## config.mk

```make
export PLATFORM = sky130hd
export DESIGN_NAME = lsu_ctrl
export DESIGN_NICKNAME = d
export VERILOG_FILES = /design/src/rtl/lsu_ctrl.sv
export SDC_FILE = /design/constraint.sdc
export NUM_CORES = 1
export LEC_CHECK = 0
export ABC_AREA = 1
export BUFFER_PORTS_ARGS = -buffer_cell sky130_fd_sc_hd__buf_4
export CELL_PAD_IN_SITES_DETAIL_PLACEMENT = 0
export CELL_PAD_IN_SITES_GLOBAL_PLACEMENT = 1
export CORE_MARGIN = 5
export CORE_UTILIZATION = 38
export CTS_BUF_LIST = sky130_fd_sc_hd__clkbuf_8
export DETAILED_ROUTE_END_ITERATION = 10
export PLACE_DENSITY = 0.95
export REMOVE_ABC_BUFFERS = 1
export SLEW_MARGIN = 20
export SYNTH_ARGS = -nofsm -noshare
export SYNTH_HDL_FRONTEND = slang
export SYNTH_SLANG_ARGS = --single-unit
```

## constraint.sdc

```tcl
create_clock -name clk_i -period 2.6 [get_ports clk_i]
set_input_delay 0.39 -clock clk_i [delete_from_list [all_inputs] [get_ports clk_i]]
set_output_delay 0.39 -clock clk_i [all_outputs]
set_load 0.02 [all_outputs]
```

## src/rtl/lsu_ctrl.sv

```systemverilog
// Load/store unit: one data-memory transaction per load/store over a req/ack handshake,
// with store lane alignment and load extension. Optional misalign trap: MISALIGN_TRAP_EN.
module lsu_ctrl #(
    parameter int unsigned TIMEOUT_CYC = 255
) (
    input  logic        clk_i,
    input  logic        rst_ni,
    input  logic        start_i,
    input  logic        is_store_i,
    input  logic [2:0]  funct3_i,
    input  logic [31:0] addr_i,
    input  logic [31:0] store_data_i,
    output logic        mem_req_o,
    output logic        mem_we_o,
    output logic [31:0] mem_addr_o,
    output logic [3:0]  mem_be_o,
    output logic [31:0] mem_wdata_o,
    input  logic [31:0] mem_rdata_i,
    input  logic        mem_ack_i,
    output logic        stall_o,
    output logic        done_o,
    output logic [31:0] load_data_o,
    output logic        fault_o
);

    localparam int unsigned CNT_W   = (TIMEOUT_CYC > 1) ? $clog2(TIMEOUT_CYC) : 1;
    localparam int unsigned TO_LAST = (TIMEOUT_CYC == 0) ? 0 : TIMEOUT_CYC - 1;

    typedef enum logic [1:0] {
        S_IDLE,
        S_REQ,
        S_DONE
    } state_e;

    state_e             state_q;
    logic [CNT_W-1:0]   cnt_q;
    logic [2:0]         funct3_q;
    logic [1:0]         off_q;

    logic [1:0]         off;
    logic               legal_d;
    logic               misalign_d;
    logic               trap_d;
    logic [3:0]         be_d;
    logic [31:0]        wdata_d;
    logic [7:0]         byte_sel;
    logic [15:0]        half_sel;
    logic [31:0]        load_ext;

    assign off     = addr_i[1:0];
    assign stall_o = ((state_q == S_IDLE) && start_i) || (state_q == S_REQ);

    // Request decode: legality, optional misalign trap, lane enables and replicated data
    always_comb begin
        legal_d    = 1'b0;
        misalign_d = 1'b0;
        be_d       = 4'hF;
        wdata_d    = '0;
        if (is_store_i) begin
            legal_d = funct3_i inside {3'b000, 3'b001, 3'b010};
        end else begin
            legal_d = funct3_i inside {3'b000, 3'b001, 3'b010, 3'b100, 3'b101};
        end
`ifdef MISALIGN_TRAP_EN
        misalign_d = ((funct3_i[1:0] == 2'b01) && off[0]) ||
                     ((funct3_i[1:0] == 2'b10) && (off != 2'b00));
`else
        misalign_d = 1'b0;
`endif
        if (is_store_i) begin
            case (funct3_i[1:0])
                2'b00: begin
                    be_d    = 4'b0001 << off;
                    wdata_d = {4{store_data_i[7:0]}};
                end
                2'b01: begin
                    be_d    = off[1] ? 4'b1100 : 4'b0011;
                    wdata_d = {2{store_data_i[15:0]}};
                end
                default: begin
                    be_d    = 4'hF;
                    wdata_d = store_data_i;
                end
            endcase
        end
    end

    assign trap_d = !legal_d || misalign_d;

    // Load lane select and sign/zero extension from the latched request
    always_comb begin
        byte_sel = '0;
        half_sel = '0;
        load_ext = mem_rdata_i;
        case (off_q)
            2'd0:    byte_sel = mem_rdata_i[7:0];
            2'd1:    byte_sel = mem_rdata_i[15:8];
            2'd2:    byte_sel = mem_rdata_i[23:16];
            default: byte_sel = mem_rdata_i[31:24];
        endcase
        half_sel = off_q[1] ? mem_rdata_i[31:16] : mem_rdata_i[15:0];
        case (funct3_q)
            3'b000:  load_ext = {{24{byte_sel[7]}}, byte_sel};
            3'b100:  load_ext = {24'h0, byte_sel};
            3'b001:  load_ext = {{16{half_sel[15]}}, half_sel};
            3'b101:  load_ext = {16'h0, half_sel};
            default: load_ext = mem_rdata_i;
        endcase
    end

    always_ff @(posedge clk_i) begin
        if (!rst_ni) begin
            state_q     <= S_IDLE;
            cnt_q       <= '0;
            funct3_q    <= '0;
            off_q       <= '0;
            mem_req_o   <= 1'b0;
            mem_we_o    <= 1'b0;
            mem_addr_o  <= '0;
            mem_be_o    <= '0;
            mem_wdata_o <= '0;
            done_o      <= 1'b0;
            fault_o     <= 1'b0;
            load_data_o <= '0;
        end else begin
            case (state_q)
                S_IDLE: begin
                    if (start_i) begin
                        if (trap_d) begin
                            state_q     <= S_DONE;
                            done_o      <= 1'b1;
                            fault_o     <= 1'b1;
                            load_data_o <= '0;
                        end else begin
                            state_q     <= S_REQ;
                            cnt_q       <= '0;
                            funct3_q    <= funct3_i;
                            off_q       <= off;
                            mem_req_o   <= 1'b1;
                            mem_we_o    <= is_store_i;
                            mem_addr_o  <= {addr_i[31:2], 2'b00};
                            mem_be_o    <= be_d;
                            mem_wdata_o <= wdata_d;
                        end
                    end
                end
                S_REQ: begin
                    if (mem_ack_i) begin
                        state_q   <= S_DONE;
                        mem_req_o <= 1'b0;
                        mem_we_o  <= 1'b0;
                        done_o    <= 1'b1;
                        fault_o   <= 1'b0;
                        if (!mem_we_o) begin
                            load_data_o <= load_ext;
                        end
                    end else if ((TIMEOUT_CYC != 0) && (cnt_q == CNT_W'(TO_LAST))) begin
                        state_q     <= S_DONE;
                        mem_req_o   <= 1'b0;
                        mem_we_o    <= 1'b0;
                        done_o      <= 1'b1;
                        fault_o     <= 1'b1;
                        load_data_o <= '0;
                    end else begin
                        cnt_q <= cnt_q + CNT_W'(1);
                    end
                end
                S_DONE: begin
                    state_q <= S_IDLE;
                    done_o  <= 1'b0;
                    fault_o <= 1'b0;
                end
                default: begin
                    state_q <= S_IDLE;
                end
            endcase
        end
    end

endmodule

```

; Word level (Yosys, flattened, before mapping)
; Cells that the tools add are included.
[op_classes]
shifts = 1
n_eq_ne = 20
n_mux = 40
n_reduce_logical = 17
n_addsub = 1
[ops]
columns = op, n
row1 = $mux 32, 6
row2 = $pmux 32 s2, 2
row3 = $pmux 32 s4, 1
row4 = $mux 8, 4
row5 = $pmux 8 s3, 1
row6 = $mux 16, 1
row7 = $pmux 8 s2, 1
row8 = $eq 3x3->1 const B, 4
row9 = $mux 1, 12
row10 = $ne 2x2->1 const B, 5
row11 = $reduce_and 5->1, 2
row12 = $add 8x1->8 const B, 1
row13 = $eq 8x8->1 const B, 1
row14 = $mux 2, 4
row15 = $mux 4, 2
row16 = $pmux 4 s2, 1
row17 = $reduce_and 4->1, 2
row18 = $eq 2x1->1 const B, 3
row19 = $eq 3x1->1 const B, 2
row20 = $logic_not 2->1, 3
row21 = $logic_not 3->1, 2
row22 = $pmux 1 s3, 2
row23 = $reduce_bool 3->1, 2
row24 = $reduce_bool 5->1, 1
row25 = 12 further kinds, 14
[totals]
ff_bits = 117
in_bits = 104
out_inout_bits = 105

; Depth between registers and ports, before layout
[depth]
ltp_word = 6
mapped_depth = 11

; Worst setup path after synthesis
; OpenSTA, ideal clock, no wires.
[synth_timing]
path_type = input to register
start = input is_store_i
end = register mem_addr_o[15]
setup_time_ps = 117
stages = 10
setup_slack_ps = 1088
t_arrival_ps = 1395
required_ps = 2483
n_path_buf = 3
cell_sequence = buf_4 -> nand2_1 -> nand2_2 -> nand2_2 -> nand3_4 -> nand2_2 -> inv_2 -> buf_6 -> buf_6 -> a22o_1
[synth_between]
elab_chain_len = 2
[synth_rtl]
columns = element, line_no
row1 = start: declaration, 9  ; input logic is_store_i,
row2 = $mux 1, 59  ; if (is_store_i) begin
row3 = $reduce_and 3->1 (no line), n/a
row4 = end signal: assignment, 141  ; mem_addr_o <= {addr_i[31:2], 2'b00};
row5 = end: declaration, 15  ; output logic [31:0] mem_addr_o,
; No other way between the ends.
; A chain may end at the register's enable or synchronous reset.

; Worst setup path after layout
[layout_timing]
start = register off_q[1]
end = register load_data_o[21]
[layout_between]
elab_chain_len = 6
word_cells_on_any_way = 9
[layout_rtl]
columns = element, line_no
row1 = start: declaration, 38  ; logic [1:0] off_q;
row2 = start signal: assignment, 116  ; off_q <= '0;
row3 = start signal: assignment, 138  ; off_q <= off;
row4 = "$eq 2x2->1, or another cell as far along", 95  ; case (off_q)
row5 = $pmux 8 s3, 95
row6 = $pmux 32 s4 *, 102  ; case (funct3_q)
row7 = $mux 32 *, 154  ; if (!mem_we_o) begin
row8 = $mux 32 *, 148  ; if (mem_ack_i) begin
row9 = $pmux 32 s2 *, 126  ; case (state_q)
row10 = end signal: assignment, 155  ; load_data_o <= load_ext;
row11 = end: declaration, 22  ; output logic [31:0] load_data_o,
; Mark *: on every way between the ends. The rest lies on a longest branch, timed or not. The select of a mux whose other input is x is not followed.

==> flow_summary.json <==
{
  "status": "finished clean",
  "min_from": "addr_i[23]",
  "hold_path_class": "in -> reg",
  "multi_input_area_um2": 2490,
  "yosysSeqAreaShare_pct": 43.4,
  "syn_area_per_cell_um2": 7.33,
  "placed_cells": 1096,
  "gr-total-overflow": 0,
  "critical_path.max_stage_delay_ps": 600,
  "grt_pass1_vias": 5388,
  "yosys_warnings": 0,
  "viasPerCell": 4.86,
  "gp_congestion": 0.828,
  "syn-instance-count": 737,
  "place_ws_ps": 457,
  "finalCritPeriodShare_pct": 77.8,
  "worstPathCellList": "inv_2, nand2_1, nand3_1, nand4_2, nand3_2, nand2_1, a21oi_2",
  "period_needed_ps": 2020,
  "worst_path_max_delay_cell": "dfxtp_1",
  "diodes": 0,
  "drt_first_pass_iters": 5,
  "yosys.area.top_type": "dfxtp_1",
  "drive_gt1_share_pct": 29.9,
  "synth.area.mux_share_pct": 0,
  "synth_top_family_by_area": "simple AND/OR/NAND/NOR gates",
  "holdWs_ps": 179,
  "fin_cells": 1128,
  "num-fill-cells": 1391,
  "num_rows": 43,
  "finalWirelength_um": 17100,
  "clockRootBuffer": "clkbuf_8",
  "drv_cap": 0,
  "hold_violations": 0,
  "ys_top_cells_by_area": "dfxtp_1 43%, nand2_1 13%, nor2_1 5.4%, inv_1 5.3%, a22o_1 4.9%",
  "rsz0062_at_grt": "false",
  "grt_max_degree": 34,
  "path_class": "reg -> reg",
  "ios": 209,
  "nNetsFinal": 1041,
  "synth-xor-area-share_pct": 0.162,
  "syn_area_um2": 5400,
  "power.density_nw_per_um2": 666,
  "ant_nets": 0,
  "fin_worst_skew_ps": 7.32,
  "initial_core_util_pct": 38.9,
  "grt_first_pass_wirelength_um": 27300,
  "crit_required_ps": 2910,
  "critPathArrivalTime_ps": 2340,
  "dieArea_um2": 16700,
  "fin_util_pct": 53.7,
  "synth-simple-area-share_pct": 24.1,
  "via_count": 5483,
  "cts.sinks": 117,
  "yosysMostFrequentCell": "nand2_1",
  "synth-edff-count": 0,
  "cts_tree": "yes",
  "slew_viol_final": 0,
  "finalSetupViolations": 0,
  "synth-seq-cells": 117,
  "track_usage_pct": 20.6,
  "postCtsResizedCells": 0,
  "total_leakage_power_nw": 3.65,
  "worst_slew_pin_slew_ps": 587,
  "avgRoutedWirePerCell_um": 15.2,
  "synth_top_area_share_pct": 43.4,
  "crit_top_cell": "nand2_1",
  "whs_endpoint": "mem_addr_o[23]",
  "antenna_found_initial": 0,
  "drc": 0,
  "hpwl_um": 12700,
  "max_freq_mhz": 494,
  "worstPathMaxFanout": 16,
  "ctsHoldBuffers": 0,
  "numPortBuffers": 206,
  "synth.distinct_cells": 40,
  "reg2reg_depth": 7,
  "ys.flop_type": "dfxtp_1",
  "initialDrtViolationCount": 287,
  "postCtsSetupBuffers": 0,
  "cts_made_buffers": 17,
  "clk_path_buf_depth": 2,
  "clkTransAtPathRegs_ps": 70,
  "yosys.area_share.adder_pct": 0.463,
  "seqCellArea_um2": 2340,
  "h-tree-depth": 4,
  "fin_tns_setup_ps": 0,
  "die_y_um": 129,
  "reg2reg_slack_ps": 580,
  "synthArstFlopShare_pct": 0,
  "r2r_start": "off_q[1]",
  "timing.rr.end": "load_data_o[21]",
  "synth_compound_area_share_pct": 21.3,
  "fp.coreArea_um2": 13900,
  "critPathCaptureType": "flop",
  "area_growth_pct": 38.2,
  "slew_headroom_pct": 60.7,
  "yosys-top-cells-count": "194 x nand2_1, 117 x dfxtp_1, 78 x nor2_1",
  "fp.dieW_um": 129,
  "startpoint_type": "flop",
  "clock_latency_ps": 430,
  "min_path_cells": 2,
  "finalWorstSetupSlack_ps": 577,
  "ir_drop_v": 0.000388
}
==> sequential cells by signal, summed over array words and instances, names as in the netlist <==
signal / count
cnt_q: 8
load_data_o: 32
mem_wdata_o: 32
off_q: 2
state_q: 2
done_o: 1
mem_req_o: 1
mem_be_o: 4
mem_addr_o: 30
mem_we_o: 1
fault_o: 1
funct3_q: 3
==> how the worst max path moves through the flow <==
stage	slack, ps	depth (start not counted)	endpoint	from
2_1_floorplan	640	7	mem_wdata_o[0]	funct3_i[1]
3_3_place_gp	520	9	mem_wdata_o[4]	funct3_i[0]
5_1_grt	340	7	load_data_o[31]	off_q[1]
6_report	580	7	load_data_o[21]	off_q[1]
4_1_cts	590	7	load_data_o[21]	off_q[1]
3_5_place_dp	460	9	mem_wdata_o[1]	funct3_i[0]
==> stage by stage <==
step / power [W] / area (um^2)
CTS: 0.00502 / 7460
global placement: 0.00318 / 7030
floorplan: 0.00266 / 5160
detailed placement: 0.00319 / 7030
global route: 0.00524 / 7460
finish: 0.00497 / 7460
==> power by group <==
group | internal, W | switching, W
Clock | 0.00106 | 0.000759
Combinational | 0.000454 | 0.000672
Sequential | 0.00193 | 0.0000874
==> kinds of logic after synthesis <==
group,after synthesis
buffers and inverters,125
xor gates and xnor gates,1
other,1
adders and majority gates,2
DFF,117
AOI/OAI and AO/OA,179
and+or+nand+nor,312
==> critical path, delay by kind of cell, from the launching register on <==
family | cells | cell delay [ps]
buf+inv | 1 | 220
flops | 1 | 600
compound gates | 1 | 60
simple gates | 5 | 1010
==> cells in the final DEF (no fill, tap or decap), types with 2 or more instances in the layout <==
cell and count:
buf_4 216, nand2_1 194, dfxtp_1 117, inv_1 78, nor2_1 78, a21oi_1 52
o21ai_0 37, a22o_1 30, nand3_1 18, clkbuf_8 18, o211ai_1 15, o31ai_1 13
a21oi_2 12, inv_2 7, o21ai_1 7, nand4_1 6, nand2_2 4, o22ai_1 4
bufinv_16 4, clkinvlp_4 4, nor2_2 3, o21a_1 3, nor2_4 2, clkinv_1 2
a31oi_1 2, or2_2 2, ha_1 2, conb_1 2, clkinv_2 2
==> per-layer routing <==
metal | vias to the layer above | share of wire [%] | global-route usage, %
li1 | 2798 | - | -
met1 | 2430 | 41 | 24.9
met2 | 233 | 45 | 32.4
met3 | 22 | 12 | 10.0
met4 | 0 | 1.5 | 6.11
met5 | - | 0 | 0
==> area by class of cell <==
class                   count  area share (%)
flip-flops and latches    117            31.4
clock inverters            14            2.48
repair buffers            217            22.0
multi-input cells         496            33.4
well taps                 180            3.02
inverters                  86            4.36
clock buffers              18            3.32
(Power assumes the default switching activity.)
